### src/rtl/feinv.sv
// feinv: field inversion sequencer for GF(2^255-19).
// Computes out = a_in^EXP using an external field multiplier (default EXP = p-2).
//
// Ports:
//   clock      : rising-edge clock
//   reset      : asynchronous active-high reset
//   start      : one-cycle request, a_in sampled with it
//   a_in[254:0]: operand to invert
//   busy       : operation in progress (low again in the done cycle)
//   done       : one-cycle pulse, out valid from this cycle
//   out[254:0] : result, held until the next accepted start completes
//   mul_start  : one-cycle request to the field multiplier
//   mul_a/b    : multiplier operands, held while a product is outstanding
//   mul_done   : multiplier completion pulse
//   mul_out    : multiplier product, valid with mul_done
module feinv #(
    parameter int                  EXP_BITS = 255,
    parameter logic [EXP_BITS-1:0] EXP      = ~255'd20,
    parameter int                  IDX_W    = 8
) (
    input  logic         clock,
    input  logic         reset,
    input  logic         start,
    input  logic [254:0] a_in,
    output logic         busy,
    output logic         done,
    output logic [254:0] out,
    output logic         mul_start,
    output logic [254:0] mul_a,
    output logic [254:0] mul_b,
    input  logic         mul_done,
    input  logic [254:0] mul_out
);

    typedef enum logic [2:0] {
        S_IDLE,
        S_SQR_ISSUE,
        S_SQR_WAIT,
        S_MUL_ISSUE,
        S_MUL_WAIT,
        S_FINISH
    } state_t;

    // Exponent zero-padded to a power-of-two width so the bit index
    // counter selects it without a width mismatch.
    localparam int                PADW     = 1 << IDX_W;
    localparam logic [PADW-1:0]   EXP_PAD  = PADW'(EXP);
    localparam logic [IDX_W-1:0]  LAST_IDX = IDX_W'((EXP_BITS >= 2) ? (EXP_BITS - 2) : 0);

    state_t             r_state;
    logic [IDX_W-1:0]   r_idx;
    logic [254:0]       r_base;
    logic [254:0]       r_acc;
    logic [254:0]       r_mul_a;
    logic [254:0]       r_mul_b;
    logic [254:0]       r_out;

    state_t             w_state_nxt;
    logic [IDX_W-1:0]   w_idx_nxt;
    logic [254:0]       w_base_nxt;
    logic [254:0]       w_acc_nxt;
    logic [254:0]       w_mul_a_nxt;
    logic [254:0]       w_mul_b_nxt;
    logic [254:0]       w_out_nxt;
    logic               w_exp_bit;
    logic               w_idx_zero;

    assign w_exp_bit  = EXP_PAD[r_idx];
    assign w_idx_zero = (r_idx == '0);

    always_ff @(posedge clock or posedge reset) begin
        if (reset) begin
            r_state <= S_IDLE;
            r_idx   <= '0;
            r_base  <= '0;
            r_acc   <= '0;
            r_mul_a <= '0;
            r_mul_b <= '0;
            r_out   <= '0;
        end else begin
            r_state <= w_state_nxt;
            r_idx   <= w_idx_nxt;
            r_base  <= w_base_nxt;
            r_acc   <= w_acc_nxt;
            r_mul_a <= w_mul_a_nxt;
            r_mul_b <= w_mul_b_nxt;
            r_out   <= w_out_nxt;
        end
    end

    // Operands and the result are loaded on the transition into the
    // state that presents them, so mul_a/mul_b are already valid in the
    // ISSUE cycle and out is valid in the FINISH (done) cycle.
    always_comb begin
        w_state_nxt = r_state;
        w_idx_nxt   = r_idx;
        w_base_nxt  = r_base;
        w_acc_nxt   = r_acc;
        w_mul_a_nxt = r_mul_a;
        w_mul_b_nxt = r_mul_b;
        w_out_nxt   = r_out;

        unique case (r_state)
            S_IDLE, S_FINISH: begin
                w_state_nxt = S_IDLE;
                if (start) begin
                    // Top exponent bit is 1, so the accumulator starts at a.
                    w_base_nxt = a_in;
                    w_acc_nxt  = a_in;
                    if (EXP_BITS == 1) begin
                        w_out_nxt   = a_in;
                        w_state_nxt = S_FINISH;
                    end else begin
                        w_idx_nxt   = LAST_IDX;
                        w_mul_a_nxt = a_in;
                        w_mul_b_nxt = a_in;
                        w_state_nxt = S_SQR_ISSUE;
                    end
                end
            end

            S_SQR_ISSUE: begin
                w_state_nxt = S_SQR_WAIT;
            end

            S_SQR_WAIT: begin
                if (mul_done) begin
                    w_acc_nxt = mul_out;
                    if (w_exp_bit) begin
                        w_mul_a_nxt = mul_out;
                        w_mul_b_nxt = r_base;
                        w_state_nxt = S_MUL_ISSUE;
                    end else if (w_idx_zero) begin
                        w_out_nxt   = mul_out;
                        w_state_nxt = S_FINISH;
                    end else begin
                        w_idx_nxt   = r_idx - IDX_W'(1);
                        w_mul_a_nxt = mul_out;
                        w_mul_b_nxt = mul_out;
                        w_state_nxt = S_SQR_ISSUE;
                    end
                end
            end

            S_MUL_ISSUE: begin
                w_state_nxt = S_MUL_WAIT;
            end

            S_MUL_WAIT: begin
                if (mul_done) begin
                    w_acc_nxt = mul_out;
                    if (w_idx_zero) begin
                        w_out_nxt   = mul_out;
                        w_state_nxt = S_FINISH;
                    end else begin
                        w_idx_nxt   = r_idx - IDX_W'(1);
                        w_mul_a_nxt = mul_out;
                        w_mul_b_nxt = mul_out;
                        w_state_nxt = S_SQR_ISSUE;
                    end
                end
            end

            default: begin
                w_state_nxt = S_IDLE;
            end
        endcase
    end

    assign busy      = (r_state == S_SQR_ISSUE) || (r_state == S_SQR_WAIT) ||
                       (r_state == S_MUL_ISSUE) || (r_state == S_MUL_WAIT);
    assign done      = (r_state == S_FINISH);
    assign mul_start = (r_state == S_SQR_ISSUE) || (r_state == S_MUL_ISSUE);
    assign mul_a     = r_mul_a;
    assign mul_b     = r_mul_b;
    assign out       = r_out;

endmodule

### config.mk
export PLATFORM = sky130hd
export DESIGN_NAME = feinv
export DESIGN_NICKNAME = d
export VERILOG_FILES = /design/src/rtl/feinv.sv
export SDC_FILE = /design/constraint.sdc
export NUM_CORES = 2
export LEC_CHECK = 0
export CORE_AREA = 5 5 498 500
export CTS_CLUSTER_SIZE = 40
export DETAILED_ROUTE_END_ITERATION = 10
export DIE_AREA = 0 0 503 505
export HOLD_SLACK_MARGIN = 0.12
export PLACE_DENSITY = 0.4
export SKIP_CTS_REPAIR_TIMING = 1
export SYNTH_ARGS = -nofsm -noshare
export SYNTH_HDL_FRONTEND = slang
export SYNTH_SLANG_ARGS = --single-unit
### constraint.sdc
create_clock -name clock -period 77.1 [get_ports clock]
set_input_delay 15.42 -clock clock [delete_from_list [all_inputs] [get_ports clock]]
set_output_delay 15.42 -clock clock [all_outputs]
set_load 0.02 [all_outputs]
==> reports/results.tsv <==
stage	metric	value	unit
status	status	completed	
layout	commonest cells after routing, fill and taps aside	clkdlybuf4s50_1, dfrtp_1, nand2_1, o21ai_0, mux2_2	
clock_network	root buf cell	clkbuf_16	
yosys	Seq cells post-synth	1031	
critical_path	r2r worst-path depth	9	
critical_path	CP endpoint kind	async pin	
timing	fmax	48.21	MHz
routing	DR pass1 iterations	6	
floorplan	Die Y	505	microns
power_and_ir_drop	pwr dens	43.38	mW/mm^2
layout	fin cells	9072	
routing	WL per Instance	28.50	microns
yosys	Post-synth EDFFs	0	
global_routing	largest net degree at the start of global routing	153	
floorplan	initial core utilization	19.79	%
yosys	Seq/Total Area, Yosys	53.74	%
floorplan	io pins	1282	
hold_path	hold path start	r_base[79]	
timing	Fin Setup TNS	0	ps
routing	drt drc	0	
layout	# fillers	25371	
yosys	Yosys cell types	49	
placement	post-placement cell count	8803	
yosys	Synth Cell Area	0.04801	sq mm
timing	Fin Hold WS	474.8	ps
timing	RSZ-0062 raised after global routing	false	
timing	worst rel slew slack	19.76	%
critical_path	Worst Path Arrival	21500	ps
clock_network	CTS tree	yes	
floorplan	die area	0.2540	sq mm
yosys	syn nets	5183	
global_routing	initial antenna violation count	93	
floorplan	row count	181	
clock_network	CTS H-tree depth	4	
placement	DP Worst Slack	55360	ps
critical_path	Max FO, Critical Path	152	
floorplan	die width	503	microns
job	Max Cap Violations	0	
timing	Fin Clk Skew	42.28	ps
layout	fin area	0.06824	sq mm
yosys	Syn Inst Count	4665	
critical_path	crit path launch type	input pin	
yosys	Synth area leader	dfrtp_1	
clock_network	cts bufs inserted	138	
yosys	yosys warns	0	
clock_network	Clock Sinks	1031	
yosys	Primary FF master, synth	dfrtp_1	
layout	most common cell after layout, fill and taps aside	clkdlybuf4s50_1	
placement	port bufs	1281	
yosys	Synth area leaders	dfrtp_1, nand2_1, mux2_2, o21ai_0, a32o_1	
floorplan	core footprint	0.2425	sq mm
placement	DP Wirelength	178100	microns
critical_path	FF-to-FF Start	r_state[0]	
timing	Slew Limit Fails	0	
routing	initial drt markers	3581	
global_routing	gr ovfl total	0	
timing	Final setup viols	0	
placement	Final GP Congestion	0.8342	
yosys	Syn Area/Cell	10.29	sq um
routing	drt total wl	258600	microns
layout	layout cells sized above 1	9.416	%
routing	DRT antenna net count	0	
global_routing	All-Layer GR Usage	19.44	%
placement	dpl cell area	0.06362	sq mm
hold_path	Hold Path Class	reg2reg	
global_routing	vias in the first global route	44208	
critical_path	r2r endpoint	mul_b[116]	
critical_path	r2r setup slk	71750	ps
hold_path	hold endpoint	r_base[79]	
critical_path	Setup crit start	reset	
timing	Final Hold Fails	0	
clock_network	Clock Tree Buf Depth	3	
yosys	asr flop ratio synth	100.0	%
clock_network	worst-skew pair later-pin latency	780	ps
global_routing	first-pass GRT wire length	360400	microns
power_and_ir_drop	worst vdd ir	0.02383	mV
clock_network	Reg clk slew, reported paths	50	ps
timing	Final Cycle Share	26.90	%
timing	post-layout minimum cycle time	20740	ps
hold_path	hold path depth	2	
power_and_ir_drop	LEAKAGE	29.87	nW
yosys	Synth top area share	53.74	%
timing	setup ws final	56360	ps
routing	DR vias/cell	4.933	
critical_path	CP required	77850	ps
layout	nets@finish	6259	
critical_path	critical path class	in2async	
routing	routed vias	44748	
timing	Least-Margin Pin Slew	1204	ps
layout	area grow syn2layout	42.14	%
-- critical path, cell delays in order --
cell             delay [ps]
clkdlybuf4s50_1         490
inv_8                   470
buf_4                   840
buf_12                  680
buf_4                   780
buf_12                  620
buf_4                   710
buf_4                   820
-- cell type report --
class / count / area, sq um / share of cell area (%)
Clock inverter: 23 / 420.4 / 0.6161
Sequential cell: 1031 / 25800 / 37.81
Multi-Input combinational cell: 3209 / 20310 / 29.77
Inverter: 7 / 41.29 / 0.06051
Antenna cell: 29 / 72.57 / 0.1063
Clock buffer: 217 / 4123 / 6.042
Timing Repair Buffer: 1354 / 13460 / 19.72
Tap cell: 3202 / 4006 / 5.871
-- cells in the mapped netlist, drive strengths merged (3+ instances only) --
cell type,count
dfrtp,1031
nand2,928
o21ai,305
mux2,256
clkbuf,239
a21oi,235
a21o,190
buf,179
nor2,155
nand3,153
a211oi,152
a2111oi,149
a32o,149
nand2b,149
a221o,106
a22o,81
a311oi,81
and2,27
a222oi,25
o2bb2ai,25
inv,7
a211o,4
and3,4
ha,4
or3,4
a31oi,3
-- stage by stage --
stage	total power (W)	util, %
floorplan	0.001656	-
global placement	0.002309	26.23
finish	0.002960	28.13
detailed placement	0.002323	26.23
CTS	0.002998	28.10
global route	0.003128	28.12
-- state kept, by name, indices dropped and copies added (netlist names) --
register,flops
out,255
r_state,3
r_idx,8
r_base,255
mul_a,255
mul_b,255
-- cell families after synthesis --
kind of cell,Yosys count,synth area share [%]
muxes,257,6.026
xor gates and xnor gates,2,0.03649
DFF,1031,53.74
and+or+nand+nor,1435,12.70
buffers and inverters,425,4.178
adders and majority gates,4,0.1043
AOI/OAI and AO/OA,1511,23.22
-- power breakdown --
part	leakage (nW)	switching (W)	internal, W
clock	2.20	0.000273	0.000380
combinational	14.6	0.000896	0.000521
sequential	13.1	0.000149	0.000742
-- per-layer routing --
metal	track usage, %	vias up	routed length (microns)
met1	24.42	23056	106700
met4	5.340	62	6969
met3	6.928	350	24470
met5	0	-	414
li1	-	19364	-
met2	31.49	1916	120000
-- worst max-delay path by stage --
stage                endpoint  slack (ps)  cells after the start
floorplan            mul_a[0]       32670                      1
CTS                  out[246]       56220                      8
global placement      out[77]       55370                      8
finish               out[246]       56360                      8
detailed placement    out[77]       55360                      8
global route        mul_a[86]       55520                      8
No activity file was read; power rests on OpenSTA's default activity.
